[src/rtl/qq_pkg.sv]
// qq_pkg: shared types and defaults for the QuickQ command front-end
package qq_pkg;
  localparam int DATA_W = 32;
  typedef enum logic {OP_ENQ = 1'b0, OP_DEQ = 1'b1} op_t;
  typedef enum logic [2:0] {IDLE, CHECK, ISSUE, WAIT, RESP} fe_state_t;
endpackage

[src/rtl/qq_cmd_frontend_if.sv]
// qq_cmd_frontend_if: command, controller and response signals of the front-end
interface qq_cmd_frontend_if #(parameter int DATA_W = qq_pkg::DATA_W);
  logic              cmd_valid, cmd_ready, cmd_op;
  logic [DATA_W-1:0] cmd_data;
  logic              enq, deq, done, full, empty;
  logic [DATA_W-1:0] din, dout;
  logic              rsp_valid, rsp_ready, rsp_err, busy;
  logic [DATA_W-1:0] rsp_data;
  modport slave (
    input  cmd_valid, cmd_op, cmd_data, done, full, empty, dout, rsp_ready,
    output cmd_ready, enq, deq, din, rsp_valid, rsp_data, rsp_err, busy
  );
  modport master (
    output cmd_valid, cmd_op, cmd_data, done, full, empty, dout, rsp_ready,
    input  cmd_ready, enq, deq, din, rsp_valid, rsp_data, rsp_err, busy
  );
endinterface

[src/rtl/qq_cmd_fifo.sv]
// qq_cmd_fifo: circular command buffer with registered occupancy count
module qq_cmd_fifo #(
  parameter int W     = 33,
  parameter int DEPTH = 4
) (
  input  logic                    clk,
  input  logic                    rst,
  input  logic                    i_push,
  input  logic                    i_pop,
  input  logic [W-1:0]            i_data,
  output logic [W-1:0]            o_head,
  output logic [$clog2(DEPTH):0]  o_count
);
  localparam int AW = $clog2(DEPTH);
  logic [W-1:0]  r_mem [DEPTH];
  logic [AW-1:0] r_wr_ptr, r_rd_ptr;
  assign o_head = r_mem[r_rd_ptr];
  // payload storage; contents are don't-care until pushed, so no reset
  always_ff @(posedge clk)
    if (i_push) r_mem[r_wr_ptr] <= i_data;
  // pointers wrap naturally; simultaneous push and pop keep the count
  always_ff @(posedge clk or posedge rst)
    if (rst) begin
      r_wr_ptr <= '0;
      r_rd_ptr <= '0;
      o_count  <= '0;
    end else begin
      if (i_push) r_wr_ptr <= r_wr_ptr + 1'b1;
      if (i_pop) r_rd_ptr <= r_rd_ptr + 1'b1;
      o_count <= o_count + (AW+1)'(i_push) - (AW+1)'(i_pop);
    end
endmodule

[src/rtl/qq_cmd_frontend.sv]
// qq_cmd_frontend: buffers queue commands and issues them one at a time to the controller
module qq_cmd_frontend #(
  parameter int DATA_W  = qq_pkg::DATA_W,
  parameter int DEPTH   = 4,
  parameter int TIMEOUT = 1024
) (
  input logic              clk,
  input logic              rst,
  qq_cmd_frontend_if.slave bus
);
  import qq_pkg::*;
  localparam int CW = $clog2(DEPTH) + 1;
  localparam int TW = $clog2(TIMEOUT);
  fe_state_t         r_state;
  op_t               r_cur_op;
  logic [DATA_W-1:0] r_cur_data;
  logic [TW-1:0]     r_timer;
  logic [CW-1:0]     w_count;
  logic [DATA_W:0]   w_head;
  logic              w_push, w_pop;
  assign w_push        = bus.cmd_valid && bus.cmd_ready;
  assign w_pop         = (r_state == IDLE) && (w_count != '0);
  assign bus.cmd_ready = w_count != CW'(DEPTH);
  assign bus.busy      = (r_state != IDLE) || (w_count != '0);
  qq_cmd_fifo #(.W(DATA_W + 1), .DEPTH(DEPTH)) u_fifo (
    .clk     (clk),
    .rst     (rst),
    .i_push  (w_push),
    .i_pop   (w_pop),
    .i_data  ({bus.cmd_op, bus.cmd_data}),
    .o_head  (w_head),
    .o_count (w_count)
  );
  // command sequencer: fetch, status check, one-cycle issue, wait for done, respond
  always_ff @(posedge clk or posedge rst)
    if (rst) begin
      r_state       <= IDLE;
      r_cur_op      <= OP_ENQ;
      r_cur_data    <= '0;
      r_timer       <= '0;
      bus.enq       <= 1'b0;
      bus.deq       <= 1'b0;
      bus.din       <= '0;
      bus.rsp_valid <= 1'b0;
      bus.rsp_data  <= '0;
      bus.rsp_err   <= 1'b0;
    end else begin
      bus.enq <= 1'b0;
      bus.deq <= 1'b0;
      case (r_state)
        IDLE:
          if (w_pop) begin
            r_cur_op   <= op_t'(w_head[DATA_W]);
            r_cur_data <= w_head[DATA_W-1:0];
            r_state    <= CHECK;
          end
        CHECK:
          if ((r_cur_op == OP_ENQ && bus.full) || (r_cur_op == OP_DEQ && bus.empty)) begin
            bus.rsp_err   <= 1'b1;
            bus.rsp_data  <= '0;
            bus.rsp_valid <= 1'b1;
            r_state       <= RESP;
          end else begin
            bus.enq <= r_cur_op == OP_ENQ;
            bus.deq <= r_cur_op == OP_DEQ;
            bus.din <= r_cur_data;
            r_state <= ISSUE;
          end
        ISSUE, WAIT:
          if (bus.done) begin
            bus.rsp_data  <= (r_cur_op == OP_DEQ) ? bus.dout : '0;
            bus.rsp_err   <= 1'b0;
            bus.rsp_valid <= 1'b1;
            r_state       <= RESP;
          end else if (r_state == WAIT && r_timer == TW'(TIMEOUT - 1)) begin
            bus.rsp_data  <= '0;
            bus.rsp_err   <= 1'b1;
            bus.rsp_valid <= 1'b1;
            r_state       <= RESP;
          end else begin
            r_timer <= (r_state == ISSUE) ? '0 : r_timer + 1'b1;
            r_state <= WAIT;
          end
        RESP:
          if (bus.rsp_ready) begin
            bus.rsp_valid <= 1'b0;
            r_state       <= IDLE;
          end
        default: r_state <= IDLE;
      endcase
    end
endmodule

[src/flat_wrapper.sv]
// flat-port wrapper written by rule: the top's interface ports become plain ports
module qq_cmd_frontend_flat import qq_pkg::*;
#(
  parameter int DATA_W  = qq_pkg::DATA_W,
  parameter int DEPTH   = 4,
  parameter int TIMEOUT = 1024
)
  (clk, rst, bus_cmd_valid, bus_cmd_op, bus_cmd_data, bus_done, bus_full, bus_empty, bus_dout, bus_rsp_ready, bus_cmd_ready, bus_enq, bus_deq, bus_din, bus_rsp_valid, bus_rsp_data, bus_rsp_err, bus_busy);
  qq_cmd_frontend_if #(.DATA_W(DATA_W)) bus_i ();
  input logic clk;
  input logic rst;
  input wire logic [$bits(bus_i.cmd_valid)-1:0] bus_cmd_valid;
  input wire logic [$bits(bus_i.cmd_op)-1:0] bus_cmd_op;
  input wire logic [$bits(bus_i.cmd_data)-1:0] bus_cmd_data;
  input wire logic [$bits(bus_i.done)-1:0] bus_done;
  input wire logic [$bits(bus_i.full)-1:0] bus_full;
  input wire logic [$bits(bus_i.empty)-1:0] bus_empty;
  input wire logic [$bits(bus_i.dout)-1:0] bus_dout;
  input wire logic [$bits(bus_i.rsp_ready)-1:0] bus_rsp_ready;
  output wire logic [$bits(bus_i.cmd_ready)-1:0] bus_cmd_ready;
  output wire logic [$bits(bus_i.enq)-1:0] bus_enq;
  output wire logic [$bits(bus_i.deq)-1:0] bus_deq;
  output wire logic [$bits(bus_i.din)-1:0] bus_din;
  output wire logic [$bits(bus_i.rsp_valid)-1:0] bus_rsp_valid;
  output wire logic [$bits(bus_i.rsp_data)-1:0] bus_rsp_data;
  output wire logic [$bits(bus_i.rsp_err)-1:0] bus_rsp_err;
  output wire logic [$bits(bus_i.busy)-1:0] bus_busy;
  assign bus_i.cmd_valid = bus_cmd_valid;
  assign bus_i.cmd_op = bus_cmd_op;
  assign bus_i.cmd_data = bus_cmd_data;
  assign bus_i.done = bus_done;
  assign bus_i.full = bus_full;
  assign bus_i.empty = bus_empty;
  assign bus_i.dout = bus_dout;
  assign bus_i.rsp_ready = bus_rsp_ready;
  assign bus_cmd_ready = bus_i.cmd_ready;
  assign bus_enq = bus_i.enq;
  assign bus_deq = bus_i.deq;
  assign bus_din = bus_i.din;
  assign bus_rsp_valid = bus_i.rsp_valid;
  assign bus_rsp_data = bus_i.rsp_data;
  assign bus_rsp_err = bus_i.rsp_err;
  assign bus_busy = bus_i.busy;
  qq_cmd_frontend #(.DATA_W(DATA_W), .DEPTH(DEPTH), .TIMEOUT(TIMEOUT)) u_core (.clk(clk), .rst(rst), .bus(bus_i));
endmodule
[config.mk]
export PLATFORM = sky130hd
export DESIGN_NAME = qq_cmd_frontend_flat
export DESIGN_NICKNAME = d
export VERILOG_FILES = /design/src/rtl/qq_pkg.sv /design/src/rtl/qq_cmd_frontend_if.sv /design/src/rtl/qq_cmd_fifo.sv /design/src/rtl/qq_cmd_frontend.sv /design/src/flat_wrapper.sv
export SDC_FILE = /design/constraint.sdc
export NUM_CORES = 1
export LEC_CHECK = 0
export ABC_AREA = 1
export CORE_ASPECT_RATIO = 1.4
export CORE_MARGIN = 4
export CORE_UTILIZATION = 49
export CTS_BUF_LIST = sky130_fd_sc_hd__clkbuf_4 sky130_fd_sc_hd__clkbuf_8 sky130_fd_sc_hd__clkbuf_16
export DETAILED_ROUTE_END_ITERATION = 16
export GPL_TIMING_DRIVEN = 1
export PLACE_DENSITY = 0.76
export SYNTH_ARGS = -nofsm -noshare
export SYNTH_HDL_FRONTEND = slang
export SYNTH_SLANG_ARGS = --single-unit
export TNS_END_PERCENT = 5
[constraint.sdc]
create_clock -name clk -period 4.09 [get_ports clk]
set_input_delay 0.818 -clock clk [delete_from_list [all_inputs] [get_ports clk]]
set_output_delay 0.818 -clock clk [all_outputs]
set_load 0.05 [all_outputs]
Word-level counts from Yosys, hierarchy flattened
Memories as Yosys holds them, arrays and structs flattened. A register that Yosys moved wholly into a read port is not among the register bits. Index checks and enable logic that the tools add are counted.

Memories kept: 1. Word-level logic and storage cells: 75. Output and inout bits: 70. Input bits: 72. Memory bits (writable): 132. Flip-flop bits (word level): 88.

Bitwise logic cells: 4. Muxes and demuxes: 25. Equal/unequal tests: 10. Add/subtract/negate cells: 5. Reductions and logical operators: 19.

Memory list: u_core.u_fifo.r_mem (words 4, width 33, rd ports 1, clocked after memory_dff 1, wr ports 1, RTL line qq_cmd_fifo.sv:15) `logic [W-1:0] r_mem [DEPTH];`.

Operators by type and width (number): $mux W32 (4); $pmux W32 S2 (1); $mux W3 (5); $pmux W3 S4 (1); $mux W1 (11); $add A10 B1 Y10 const B (1); $eq A10 B10 Y1 const B (1); $mux W10 (1); $reduce_bool A3 Y1 (3); $eq A3 B2 Y1 const B (2); $reduce_and A2 Y1 (3); $reduce_and A3 Y1 (2); $logic_and A1 B1 Y1 (5); $add A2 B1 Y2 const B (2); $ne A2 B2 Y1 const B (2); $not A1 Y1 (4); $reduce_and A4 Y1 (1); $add A3 B1 Y3 (1); $eq A3 B1 Y1 const B (1); $eq A3 B3 Y1 const B (1); $logic_not A3 Y1 (1); $ne A3 B2 Y1 const B (1); $ne A3 B3 Y1 const B (1); $pmux W1 S3 (1); 6 further kinds (7).

Depth between registers and ports, before layout
Word-level depth: 5. Gate-level depth with buffers: 14. Mapped depth without buffers: 12.

Hierarchy
From an unflattened synthesis, not the netlist that was laid out.

Cells, all modules: 1071. Area, all modules: 10572.6 µm².

By module, submodules not included: qq_cmd_fifo (seq. area each 4139.0 µm², area each 5964.5 µm², instances 1, cells an instance 563); qq_cmd_frontend (seq. area each 2852.7 µm², area each 4608.2 µm², instances 1, cells an instance 508).

Worst setup path before layout
OpenSTA, ideal clock, no wires.

Path kind: flip-flop to flip-flop. Start point: reg u_core.u_fifo.o_count[1]. End point: mem u_core.u_fifo.r_mem[0][0], enable pin. Data required time: 3.667 ns. Arrival: 2.565 ns. Setup time: 0.423 ns. Slack: 1.102 ns. Buffers on the path: 0. Cell stages (with the launch flop): 5. Period minus slack after synthesis: 2.988 ns. Path through: dfrtp_1 -> inv_1 -> nand3_1 -> nand2_1 -> nor2_1.

Word-level cells in the longest chain between the ends: 4.

RTL lines: start, declared (RTL line qq_cmd_fifo.sv:12) `output logic [$clog2(DEPTH):0] o_count`; start signal, assigned (RTL line qq_cmd_fifo.sv:30) `o_count <= o_count + (AW+1)'(i_push) - (AW+1)'(i_pop);`; $ne A3 B3 Y1 (RTL line qq_cmd_frontend.sv:23) `assign bus.cmd_ready = w_count != CW'(DEPTH);`; named net bus_cmd_ready (RTL line flat_wrapper.sv:20) `output wire logic [$bits(bus_i.cmd_ready)-1:0] bus_cmd_ready;`; $logic_and A1 B1 Y1 (RTL line qq_cmd_frontend.sv:21) `assign w_push = bus.cmd_valid && bus.cmd_ready;`; $mux W1 (RTL line qq_cmd_fifo.sv:20) `if (i_push) r_mem[r_wr_ptr] <= i_data;`; $mux W1 (not written as such) (RTL line qq_cmd_fifo.sv:20); end, declared (RTL line qq_cmd_fifo.sv:15).

The timed path passes the listed nets, and every way through them passes these cells.

Worst setup path in the final report
Start point: reg u_core.r_state[0]. End point: out bus_busy.

Word-level cells in the longest chain between the ends: 2.

RTL lines: start, declared (RTL line qq_cmd_frontend.sv:14) `fe_state_t r_state;`; start signal, assigned (RTL line qq_cmd_frontend.sv:37) `r_state <= IDLE;`; start signal, assigned (RTL line qq_cmd_frontend.sv:55) `r_state <= CHECK;`; start signal, assigned (RTL line qq_cmd_frontend.sv:62) `r_state <= RESP;`; $reduce_bool A3 Y1 (RTL line qq_cmd_frontend.sv:24) `assign bus.busy = (r_state != IDLE) || (w_count != '0);`; $logic_or A1 B1 Y1 (RTL line qq_cmd_frontend.sv:24); end, declared (RTL line flat_wrapper.sv:27) `output wire logic [$bits(bus_i.busy)-1:0] bus_busy;`.

No other way between the ends.

==> impl_metrics.py <==
metrics = {
    "die": {
        "initial_core_util": 0.501,
        "design.portCount": 142,
        "core-area_um2": 20000,
        "die_h_um": 177,
        "die-area_um2": 22800,
        "die_w_um": 129,
        "rows": 61,
    },
    "global_routing": {
        "antenna_found_initial": 0,
        "grt_pass1_wl_um": 35000,
        "grt_usage": 0.190,
        "first_global_vias": 6961,
        "grtUsageMet2": 0.338,
        "grt-ovfl-total": 0,
        "met3_usage": 0.0380,
        "busiest_layer": "met2",
        "grt_max_degree": 68,
        "use_met1": 0.234,
    },
    "clock_network": {
        "post_cts_resized": 0,
        "htreeDepth": 1,
        "clk_pin_slew_ns": 0.06,
        "post-cts-setup-buffers": 0,
        "cts.sinks": 253,
        "cts.path.max_buffers": 3,
        "clk_latency_ns": 0.51,
        "cts_tree": "built",
        "cts_buffers": 24,
        "ctsHoldBuffers": 0,
        "cts_root_buf": "clkbuf_16",
    },
    "cells_and_area": {
        "area_delta_synth_final_pct": 24.2,
        "drive_above_1_share": 0.0766,
        "nNetsFinal": 1121,
        "diodes": 0,
        "fillers": 1579,
        "final_util": 0.623,
    },
    "synth": {
        "netlist_instances": 906,
        "async_flop_share": 0.478,
        "synth_fa_ha_area_frac": 0.0107,
        "syn_area_um2": 10000,
        "synth-compound-area-share": 0.0888,
        "yosys.area.top_type": "edfxtp_1",
        "avgSynthCellArea_um2": 11.1,
        "synth_area_leaders": "edfxtp_1, dfrtp_1, o21ai_0",
        "synth_top_family_by_area": "simple AND/OR/NAND/NOR gates",
        "yosysTopAreaCellShare": 0.395,
        "yosysMostFrequentCell": "nand2_1",
        "ys_top_cells_by_count": "nand2_1, o21ai_0, edfxtp_1, nor2_1, dfrtp_1",
        "synth_edf_count": 132,
        "synth_flop_cell": "edfxtp_1",
        "synth.area.mux_share": 0,
        "synth-simple-area-share": 0.147,
        "yosysUniqueCellTypes": 30,
        "yosysWarnings": 0,
        "yosysSeqAreaShare": 0.698,
        "ys_ff_latch": 253,
        "synth_xor_area_frac": 0.00612,
        "syn_nets": 986,
    },
    "drt": {
        "drc_errors": 0,
        "ant_nets": 0,
        "num_vias": 6805,
        "drt-wirelength-per-cell_um": 16.6,
        "drt-total-wl_um": 21800,
        "drt_iter0_drc": 413,
        "viasPerCell": 5.19,
        "first_pass_iters": 5,
    },
    "setup_path": {
        "critPathCaptureType": "primary output",
        "r2r-end": "u_core.u_fifo.o_count[2]",
        "rrSetupSlack_ns": 1.85,
        "worstSetupPathType": "register to primary output",
        "cp_cell_sequence": "inv_2, nand2_1, nor2_1, nand4_1, clkdlybuf4s50_1",
        "cp-start-kind": "register",
        "r2r_cells": 12,
        "required_ns": 3.27,
        "critPathSlowestCell": "clkdlybuf4s50_1",
        "r2r_start": "u_core.r_state[0]",
        "cp_max_fo": 6,
        "critPathArrivalTime_ns": 2.09,
        "slowest_delay_ns": 0.72,
    },
    "sta": {
        "hold_violations": 0,
        "slew_headroom": 0.269,
        "fin_setup_tns_ns": 0,
        "fin_crit_ns": 2.91,
        "hold_ws_ns": 0.468,
        "maxSlewViolCount": 0,
        "finClkSkew_ns": 0.0109,
        "max_freq_ghz": 0.344,
        "grt_setup_unrepaired": "false",
        "fin_crit_sh": 0.711,
        "setup_viol": 0,
        "worst_pin_slew_ns": 1.10,
    },
    "hold_path": {
        "hold_end": "u_core.bus.rsp_data[9]",
        "worst_hold_path.num_cells": 2,
        "holdCritPathClass": "register to register",
        "hp-start": "u_core.bus.rsp_data[9]",
    },
    "power_and_ir_drop": {
        "pwr_density_cell_nw_per_um2": 791,
        "p_leak_nw": 5.08,
        "p_total_mw": 9.85,
        "ir_drop_mv": 0.382,
    },
    "place": {
        "place_hpwl_um": 13800,
        "portBuffers": 141,
        "gp_congestion": 0.802,
    },
    "flow_run": {
        "maxCapViolCount": 0,
    },
    "status": {
        "outcome": "finished clean",
    },
}
[where the power goes]
part	internal, mW	switching, mW
sequential	3.45	0.331
combinational	1.13	2.62
clock	1.40	0.918
total	5.98	3.87
[registers in the layout, summed over array words and instances (netlist names)]
register	flops
u_core.u_fifo.o_count	3
u_core.bus.rsp_err	1
u_core.bus.rsp_data	32
u_core.r_timer	10
u_core.bus.rsp_valid	1
u_core.u_fifo.r_wr_ptr	2
u_core.r_state	3
u_core.bus.din	32
u_core.u_fifo.r_rd_ptr	2
u_core.bus.enq	1
u_core.r_cur_op	1
u_core.bus.deq	1
u_core.u_fifo.r_mem	132
u_core.r_cur_data	32
[critical path: cells and delay by family (launching register included)]
family                 cells  cell delay (ns)
buffers and inverters      2             0.81
flip-flops                 1             0.45
AND/OR/NAND/NOR            3             0.32
[logic make-up (layout without fill, tap and decap cells)]
group | after synthesis | count (layout)
AO/OA/AOI/OAI | 176 | 176
XOR/XNOR | 7 | 7
adder cells (fa/ha/maj) | 8 | 8
buffers and inverters | 107 | 259
flip-flops | 253 | 253
AND/OR/NAND/NOR | 355 | 355
[routing by layer]
metal  vias up  wire [um]
met1      3288       8860
met3        30       1470
met5         -          0
li1       3305          -
met4         0        370
met2       182      11100
[per-stage QoR]
| step | setup WS, ns | cell area (um2) | std cells |
|---|---|---|---|
| after CTS | 1.17 | 12500 | 1310 |
| after detailed placement | 1.43 | 11600 | 1267 |
| after global routing | 1.07 | 12500 | 1310 |
| after global placement | 1.52 | 11600 | 1267 |
| after floorplan | 0.0578 | 10000 | 906 |
| final | 1.18 | 12500 | 1310 |
[worst max path at each step]
stage	endpoint	slack, ns	from
2_1_floorplan	u_core.bus.deq	0.06	rst
3_3_place_gp	u_core.u_fifo.o_count[2]	1.52	bus_cmd_valid
3_5_place_dp	u_core.u_fifo.o_count[2]	1.43	bus_cmd_valid
4_1_cts	bus_busy	1.17	u_core.r_state[0]
5_1_grt	bus_busy	1.07	u_core.r_state[0]
6_report	bus_busy	1.18	u_core.r_state[0]
[final cells by class]
type                    instances  area (um2)  share of cell area
multi-input cells             546        2540               0.204
well taps                     252         315              0.0253
clock inverters                11         136              0.0110
flip-flops and latches        253        6990               0.562
inverters                      61         231              0.0186
clock buffers                  32         703              0.0565
repair buffers                155        1530               0.123
[placed cells by master, fill, tap and decap left out, types with 7 or more instances in the layout]
master and instances:
o21ai_0 134, dfrtp_1 120, nor2_1 119, inv_1 54, nand2_2 9, o21ai_1 38
buf_4 13, nand3_1 45, edfxtp_1 132, clkbuf_16 25, ha_1 7, nand2_1 162
clkdlybuf4s50_1 141
No activity file was read; power rests on OpenSTA's default activity.
